[src/rtl/sched_pkg.sv]
// Shared types and helpers for the round-robin burst scheduler.
// Holds the FSM state encoding and the one-hot to binary index conversion.
package sched_pkg;

    localparam int DEF_NUM_REQS = 5;
    localparam int DEF_LEN_W    = 4;

    typedef enum logic {
        IDLE,
        BURST
    } state_t;

    // Inputs wider than a vector's own width are zero-extended by the caller.
    function automatic int unsigned onehot_to_idx(input logic [31:0] oh);
        int unsigned idx;
        idx = 0;
        for (int unsigned i = 0; i < 32; i++) begin
            if (oh[i]) idx = idx | i;
        end
        return idx;
    endfunction

endpackage

[src/rtl/rr_pick.sv]
// Combinational circular priority picker: first eligible bit at or above the
// one-hot pointer, wrapping around to bit 0.
module rr_pick #(
    parameter int N = 5
) (
    input  logic [N-1:0] eligible,
    input  logic [N-1:0] ptr,
    output logic [N-1:0] winner,
    output logic         valid
);

    logic [2*N-1:0] req2;
    logic [2*N-1:0] masked;
    logic [2*N-1:0] first;

    // The doubled request vector lets a plain lowest-set-bit search handle the
    // wrap: the lower copy is masked below the pointer, the upper copy is not.
    always_comb begin
        req2   = {eligible, eligible};
        masked = req2 & ~({{N{1'b0}}, ptr} - (2*N)'(1));
        first  = masked & (~masked + (2*N)'(1));
        winner = first[N-1:0] | first[2*N-1:N];
        valid  = |eligible;
    end

endmodule

[src/rtl/rr_burst_scheduler.sv]
// Shares one burst resource among NUM_REQS requesters: round-robin owner
// selection, grant held for the whole burst, zero-bubble handoff on completion.
module rr_burst_scheduler
    import sched_pkg::*;
#(
    parameter int NUM_REQS = DEF_NUM_REQS,
    parameter int LEN_W    = DEF_LEN_W,
    localparam int IDX_W   = $clog2(NUM_REQS)
) (
    input  logic                      clk,
    input  logic                      reset,
    input  logic [NUM_REQS-1:0]       reqs,
    input  logic [NUM_REQS*LEN_W-1:0] req_len,
    input  logic                      res_ready,
    output logic [NUM_REQS-1:0]       grants,
    output logic [IDX_W-1:0]          owner_idx,
    output logic                      res_valid,
    output logic [LEN_W-1:0]          beat_cnt,
    output logic                      last,
    output logic [NUM_REQS-1:0]       done
);

    state_t                state_q, state_d;
    logic [NUM_REQS-1:0]   grants_q, grants_d;
    logic [IDX_W-1:0]      owner_idx_q, owner_idx_d;
    logic [LEN_W-1:0]      len_q, len_d;
    logic [LEN_W-1:0]      beat_cnt_q, beat_cnt_d;
    logic [NUM_REQS-1:0]   ptr_q, ptr_d;

    logic [NUM_REQS-1:0]   eligible;
    logic [NUM_REQS-1:0]   winner;
    logic                  pick_valid;
    logic [IDX_W-1:0]      win_idx;
    logic                  finish;
    logic                  load;

    rr_pick #(
        .N (NUM_REQS)
    ) u_pick (
        .eligible (eligible),
        .ptr      (ptr_q),
        .winner   (winner),
        .valid    (pick_valid)
    );

    always_ff @(posedge clk) begin
        if (reset) begin
            state_q     <= IDLE;
            grants_q    <= '0;
            owner_idx_q <= '0;
            len_q       <= '0;
            beat_cnt_q  <= '0;
            ptr_q       <= NUM_REQS'(1);
        end else begin
            state_q     <= state_d;
            grants_q    <= grants_d;
            owner_idx_q <= owner_idx_d;
            len_q       <= len_d;
            beat_cnt_q  <= beat_cnt_d;
            ptr_q       <= ptr_d;
        end
    end

    // Output / arbitration-input decode from registered state.
    always_comb begin
        last     = (state_q == BURST) && (beat_cnt_q == len_q);
        finish   = last && res_ready;
        done     = finish ? grants_q : '0;
        // The finishing owner is masked so a held request cannot be re-granted
        // back-to-back to itself.
        eligible = '0;
        if (state_q == IDLE) eligible = reqs;
        else if (finish)     eligible = reqs & ~grants_q;
        load     = pick_valid && ((state_q == IDLE) || finish);
        win_idx  = IDX_W'(onehot_to_idx(32'(winner)));
    end

    always_comb begin
        state_d     = state_q;
        grants_d    = grants_q;
        owner_idx_d = owner_idx_q;
        len_d       = len_q;
        beat_cnt_d  = beat_cnt_q;
        ptr_d       = ptr_q;
        if (load) begin
            state_d     = BURST;
            grants_d    = winner;
            owner_idx_d = win_idx;
            len_d       = req_len[int'(win_idx)*LEN_W +: LEN_W];
            beat_cnt_d  = '0;
            ptr_d       = {winner[NUM_REQS-2:0], winner[NUM_REQS-1]};
        end else if (finish) begin
            state_d     = IDLE;
            grants_d    = '0;
            owner_idx_d = '0;
            len_d       = '0;
            beat_cnt_d  = '0;
        end else if ((state_q == BURST) && res_ready) begin
            beat_cnt_d  = beat_cnt_q + LEN_W'(1);
        end
    end

    assign grants    = grants_q;
    assign owner_idx = owner_idx_q;
    assign res_valid = (state_q == BURST);
    assign beat_cnt  = beat_cnt_q;

endmodule

[config.mk]
export PLATFORM = sky130hd
export DESIGN_NAME = rr_burst_scheduler
export DESIGN_NICKNAME = d
export VERILOG_FILES = /design/src/rtl/sched_pkg.sv /design/src/rtl/rr_pick.sv /design/src/rtl/rr_burst_scheduler.sv
export SDC_FILE = /design/constraint.sdc
export NUM_CORES = 1
export LEC_CHECK = 0
export ABC_AREA = 1
export CORE_ASPECT_RATIO = 0.7
export CORE_MARGIN = 1
export CORE_UTILIZATION = 43
export CTS_CLUSTER_SIZE = 24
export DETAILED_ROUTE_END_ITERATION = 8
export GPL_ROUTABILITY_DRIVEN = 0
export PLACE_DENSITY_LB_ADDON = 0.12
export SETUP_SLACK_MARGIN = 0.3
export SKIP_CTS_REPAIR_TIMING = 1
export SYNTH_ARGS = -nofsm -noshare
export SYNTH_HDL_FRONTEND = slang
export SYNTH_HIERARCHICAL = 1
export SYNTH_SLANG_ARGS = --single-unit
[constraint.sdc]
create_clock -name clk -period 2.39 [get_ports clk]
set_clock_uncertainty 0.05 [all_clocks]
set_input_delay 0.478 -clock clk [delete_from_list [all_inputs] [get_ports clk]]
set_output_delay 0.478 -clock clk [all_outputs]
set_load 0.005 [all_outputs]
==> summary.txt <==
Synthesis
  – Gate Count Post-Synth: around 260
  – Register area share after synthesis: between 20% and 30%
  – Ys flop type: dfxtp_1
  – Post-synthesis cell area: ~1600 um2
  – Top-count cell post-synth: nand2_1
  – Top cells by count, synth: 77 x nand2_1, 39 x inv_1, 26 x nor2_1, 21 x dfxtp_1, 19 x nand3_1
  – Synth cell types: 30
  – Post-synthesis register bit count: 21
  – Syn_area_per_cell: roughly 6.2 um2
  – Synth area leaders: dfxtp_1 26%, nand2_1 18%, inv_1 9.0%
  – Number of synthesized flops with an enable pin: 0
  – Synth area leader: dfxtp_1
  – Syn_nets: ~290
  – Synthesis warning total: 6
  – Post-synth ARST share: 0%
  – Post-synth top area share: around 26%

Final layout
  – ANT cells: 0
  – Share of cells above drive strength 1: around a third
  – Final core utilization: 74.5%
  – Fin cells: a little under 400
  – Area Overhead vs Synth: 63.3%
  – Nets: roughly 380

Pwr
  – Sw Ratio: 45.6%
  – Reg power frac: between 20% and 30%
  – Net Switching: 1.09 mW
  – VDD IR max: between 0.5 and 0.6 mV
  – Tot Pwr: around 2.4 mW
  – Pwr dens: approximately 900 nW/um2
  – Pint: 1.31 mW
  – Power share of the clock group: approximately a tenth
  – Total leakage power: 1.22 nW
  – Comb pwr share: approximately two thirds

Setup path
  – CP max FO: 8
  – Worst Setup Path Type: reg -> reg
  – Startpoint Class: register
  – Crit. End Element: register
  – Worst path required time: ~2.5 ns
  – CP arrival: around 2.6 ns

Timing
  – Worst-Margin Slew: 0.422 ns
  – Max Slew Vio Count: 0
  – Final period utilization: 102%
  – Fin crit period: approximately 2.4 ns
  – Final Hold Vio Count: 0
  – FMAX: around 0.4 GHz
  – Worst Setup Slack, final: -0.0541 ns
  – Hold_ws: 0.459 ns
  – Slew Limit Headroom: a little under three quarters
  – Final setup violation count: 9
  – RSZ-0062 raised after global routing: true

CTS
  – Clock sink count: 21
  – Clock root buffer: clkbuf_8
  – Max clock buf depth: 2
  – CTS tree: done
  – Reg clk slew, reported paths: roughly 0.08 ns
  – CTS buffer count: 3
  – H-tree depth: 1
  – Worst skew pair latency: 0.26 ns

Global routing
  – Tot GR Track Use: around 25%
  – Vias in the first global route: approximately 1600
  – Routing usage on met1: a little under two fifths
  – Initial antenna violation count: 0
  – M3 GR Usage: about 4.3%
  – GR Util met2: a little under two fifths
  – Largest net degree at the start of global routing: 15
  – Remaining global-route overflow: 0
  – First-pass GRT wire length: approximately 7.5 mm
  – GRT Max-Usage Layer: met2

Die
  – Starting Density: ~46%
  – Core Rows: 18
  – Core area: 3580 um2
  – Die W: 75.7 um
  – # IOs: 47
  – Full die area: 4050 um2
  – Die height: 53.6 um

Run
  – MaxCap Viol Count: 0

Routing
  – Via count: 2007
  – Final WL: about 5.0 mm
  – Routed WL per cell: 12.5 um
  – Via-per-instance ratio: slightly above 5
  – First-pass DRT Iterations: 5
  – # DRC: 0
  – DRT iter0 DRCs: roughly 120
  – Final ANT Viol Nets: 0

Outcome
  – Failing checks: negative setup slack
  – Status: finished, violations left

Min path
  – Hold crit path type: reg -> reg

Placement
  – Place WS: -0.427 ns
  – Buffers added on ports: 46
  – Placed Instances: about 390
  – DP HPWL: 3.88 mm
-- power by group through the flow --
stage,clock (mW),combinational [mW],sequential [mW]
after CTS,0.235,1.47,0.521
after detailed placement,0,1.47,0.530
final,0.231,1.63,0.533
after floorplan,0,0.967,0.516
after global placement,0,1.44,0.526
after global routing,0.252,1.81,0.544
-- path summary, 6_finish.rpt --
check | start | endpoint | slack, ns | cells after the start
setup / recovery | beat_cnt[2]$_SDFFE_PP0P_ | len_q[0]$_SDFFE_PP0P_ | -0.05 | 21
hold / removal | len_q[2]$_SDFFE_PP0P_ | len_q[2]$_SDFFE_PP0P_ | 0.46 | 2
setup reg to reg | beat_cnt[2]$_SDFFE_PP0P_ | len_q[0]$_SDFFE_PP0P_ | -0.05 | 21
hold reg to reg | len_q[2]$_SDFFE_PP0P_ | len_q[2]$_SDFFE_PP0P_ | 0.46 | 2
-- cell type report --
cell class	instances	area (um2)
Multi-Input combinational cell	188	1130
Clock buffer	4	45.0
Inverter	43	161
Timing Repair Buffer	91	831
Fill cell	274	915
Sequential cell	21	437
Tap cell	50	62.6
-- critical path: stages, from the launching register on --
cell	delay, ns
dfxtp_4	0.38
inv_2	0.05
nand2_2	0.06
nand2_2	0.06
nor2_2	0.08
nand4_1	0.19
buf_6	0.20
a21oi_4	0.12
nand2_1	0.09
nand2_2	0.09
inv_2	0.04
nand2_2	0.06
nor2_4	0.05
nand4_1	0.09
nand2_2	0.11
nor2_4	0.19
nand2_1	0.08
nand3_1	0.07
nand3_1	0.09
nand2_1	0.06
nand4_1	0.08
nand2_1	0.10
-- metal layers --
layer  wire [um]  part of all wire (%)  vias up
met1        2570                    52      901
li1            -                     -     1021
met4          12                  0.24        0
met3         332                   6.7        2
met5           0                     0        -
met2        2070                    42       83
-- through the flow --
stage / TNS (ns) / cell area (um2)
6_report: -0.235 / 2670
5_1_grt: -1.92 / 2670
4_1_cts: -0.916 / 2510
3_5_place_dp: -3.02 / 2460
3_3_place_gp: -2.92 / 2460
2_1_floorplan: 0 / 1730
-- sequential cells by signal, indices dropped and copies added, names as in the netlist --
register and cells:
beat_cnt 4, grants 5, len_q 4, owner_idx 2, ptr_q 5, res_valid 1
-- cells in the final DEF (no fill, tap or decap), drive strengths merged --
master         instances
clkdlybuf4s50         44
a21oi                  7
a21boi                 1
o21ai                  7
nor3                   1
nand2                 83
nand4                 16
o211ai                 3
o21bai                 2
buf                   45
nor2                  31
dlymetal6s2s           2
nand3                 22
ha                     2
clkbuf                 4
nand3b                 1
dfxtp                 21
xor2                   3
inv                   43
o2111ai                9
-- logic make-up after synthesis --
group                    count (synthesis)  share of synthesized area [%]
adder cells (fa/ha/maj)                  2                           1.53
AO/OA/AOI/OAI                           29                           13.3
AND/OR/NAND/NOR                        154                           44.0
flip-flops                              21                           25.7
XOR/XNOR                                 3                           1.61
buffers and inverters                   54                           13.9
No activity file was read; power rests on OpenSTA's default activity.
==> patch: new RTL, config.mk and constraints unchanged <==
Set the package constant `DEF_NUM_REQS` to 4 (it was 5).
--- a/src/rtl/sched_pkg.sv
+++ b/src/rtl/sched_pkg.sv
@@ -3,5 +3,5 @@
 package sched_pkg;
 
-    localparam int DEF_NUM_REQS = 5;
+    localparam int DEF_NUM_REQS = 4;
     localparam int DEF_LEN_W    = 4;
 
Interface: changed (5 resized); port bits go from 47 to 39. The function was not compared with the original's and may differ.
==> patch against the unedited design <==
  * The flow still finishes with violations (negative setup slack)
  * Core utilization rose by 0.19 points
  * Global-route usage shrank 1.2 points
  * Critical endpoint unchanged
  * Non-clock buffer count decreased by 24
  * Sequential share of layout area rose by 2.3 points
  * Sequential cell count down 2
  * Total power down 16%
  * First-iteration DRC count grew 14%
  * Critical path type unchanged
  * Maximum frequency is 0.68% lower
  * Routed wire length fell by 14%
  * Area after synthesis decreased by 20%
  * Worst setup slack got worse by 17 ps
  * Design area fell by 20%
  * Sequential power is 7.3% lower
==> patch: results (changes against the unedited design) <==
status: finished with violations
failing checks: negative setup slack
wl on met1: 1.87 mm (-27%)
RR Endpoint: len_q[0]
gr usage total: 24.0% (-1.2 points)
Crit. End Element: flip-flop
clock insertion delay at the later pin of the skew report: 260 ps (about the same)
R2R Path Start: beat_cnt[3]
Max-slew headroom: 69.3% (-2.3 points)
CP startpoint: beat_cnt[3]
cell count of the worst reg-to-reg path: 18 (-14%)
synth unique cells: 28 (-6.7%)
initial DRC count: 141 (+14%)
Detail Route met3 WL: 298 um (-10%)
Syn Area/Cell: 6.40 um2 (+3.1%)
CTS max path bufs: 2 (unchanged)
Leakage: 0.941 nW (-23%)
Clock Tree Root: clkbuf_8
FFs w/ async S/R, synth: 0% (unchanged)
Antenna diodes: 0 (unchanged)
# setup viols final: 2 (-7)
CP max FO: 5 (-3)
layout cells sized above 1: 34.3% (+1.8 points)
DP Worst Slack: -448 ps (-21.3 ps)
setup total negative slack: -77.9 ps (+157 ps)
hpwl dp: 2.99 mm (-23%)
H-tree depth: 1 (unchanged)
Pre-antenna DRT Iters: 4 (-1)
DRC Markers: 0 (unchanged)
antenna violations before repair: 0 (unchanged)
WL/cell: 14.0 um (+12%)
Met2 Wirelength: 2.04 mm (-1.6%)
vias in the first global route: 1249 (-24%)
CP Data Arrival Time: 2580 ps (about the same)
Worst IR Drop VDD: 600 uV (+18%)
Max Used Layer: met4
Num CTS Buffers: 3 (unchanged)
register area share after synthesis: 29.3% (+3.5 points)
Worst-path clk slew: 80 ps (about the same)
synth top area cells: dfxtp_1 (29%), nand2_1 (11%), inv_1 (9.0%)
Final Hold Viols: 0 (unchanged)
synthesized net count: 228 (-22%)
Synth top cells by count: nand2_1 (39), inv_1 (31), nor2_1 (30)
Worst Slack Setup Final: -70.9 ps (-16.8 ps)
# port buffers: 38 (-17%)
via count: 1637 (-18%)
DP Cell Count: 288 (-26%)
global-route wire length before repair: 5.68 mm (-25%)
largest net degree at the start of global routing: 15 (unchanged)
Total Wirelength: 4.27 mm (-14%)
hold crit path type: reg2reg
Syn. warnings: 6 (unchanged)
top_reg_cell synth: dfxtp_1
patch: layer usage:
layer  track usage, %  vias to the layer above
met1             32.2                      758
met4             3.83                        0
met5                0                        -
met3             4.76                       12
li1                 -                      793
met2             40.8                       74
patch: power by group:
group          switching (mW)  leakage [nW]  total [mW]  internal (mW)
sequential             0.0847         0.160       0.494          0.409
combinational           0.730         0.759        1.30          0.572
clock                   0.110        0.0228       0.228          0.119
total                   0.925         0.941        2.02           1.10
patch: logic make-up after synthesis:
group,count (synthesis),synth area share (%)
compound gates,39,18.8
xor+xnor,3,2.02
fa+ha+maj,2,1.92
buf+inv,40,12.4
flops,19,29.3
mux,1,0.866
simple gates,99,34.7
patch: cell type report:
type,instances,area (um2)
Sequential cell,19,397
Tap cell,36,45.0
Fill cell,216,721
Multi-Input combinational cell,145,906
Timing Repair Buffer,67,602
Inverter,33,128
Clock buffer,4,45.0
patch: how the worst min path moves through the flow:
stage                             from      endpoint  slack, ps  cells past startpoint
after floorplan               ptr_q[1]      ptr_q[1]        410                      2
after global placement        ptr_q[1]      ptr_q[1]        420                      2
after detailed placement      ptr_q[1]      ptr_q[1]        430                      2
after CTS                     ptr_q[1]      ptr_q[1]        440                      2
after global routing         grants[2]     grants[2]        490                      2
final                     owner_idx[1]  owner_idx[1]        450                      2
patch: stage by stage:
stage	power [mW]	area, um2
detailed placement	1.57	1880
finish	2.02	2120
CTS	1.80	1930
global placement	1.53	1880
global route	2.16	2120
floorplan	1.17	1370
patch: critical path, cell delays in order (launching register included):
cell     delay, ps
dfxtp_2        350
inv_2           50
nand2_2         60
nand2_2         60
nor2_4         120
nand4_4        200
a21oi_4        240
nand2_1         80
nand2_2        100
inv_2           50
nand2_2         90
inv_2           60
nand3_2         80
nand2_4         80
nor2_4         170
nor2_1          70
o22ai_1        180
nand3_1        110
a21oi_1        170
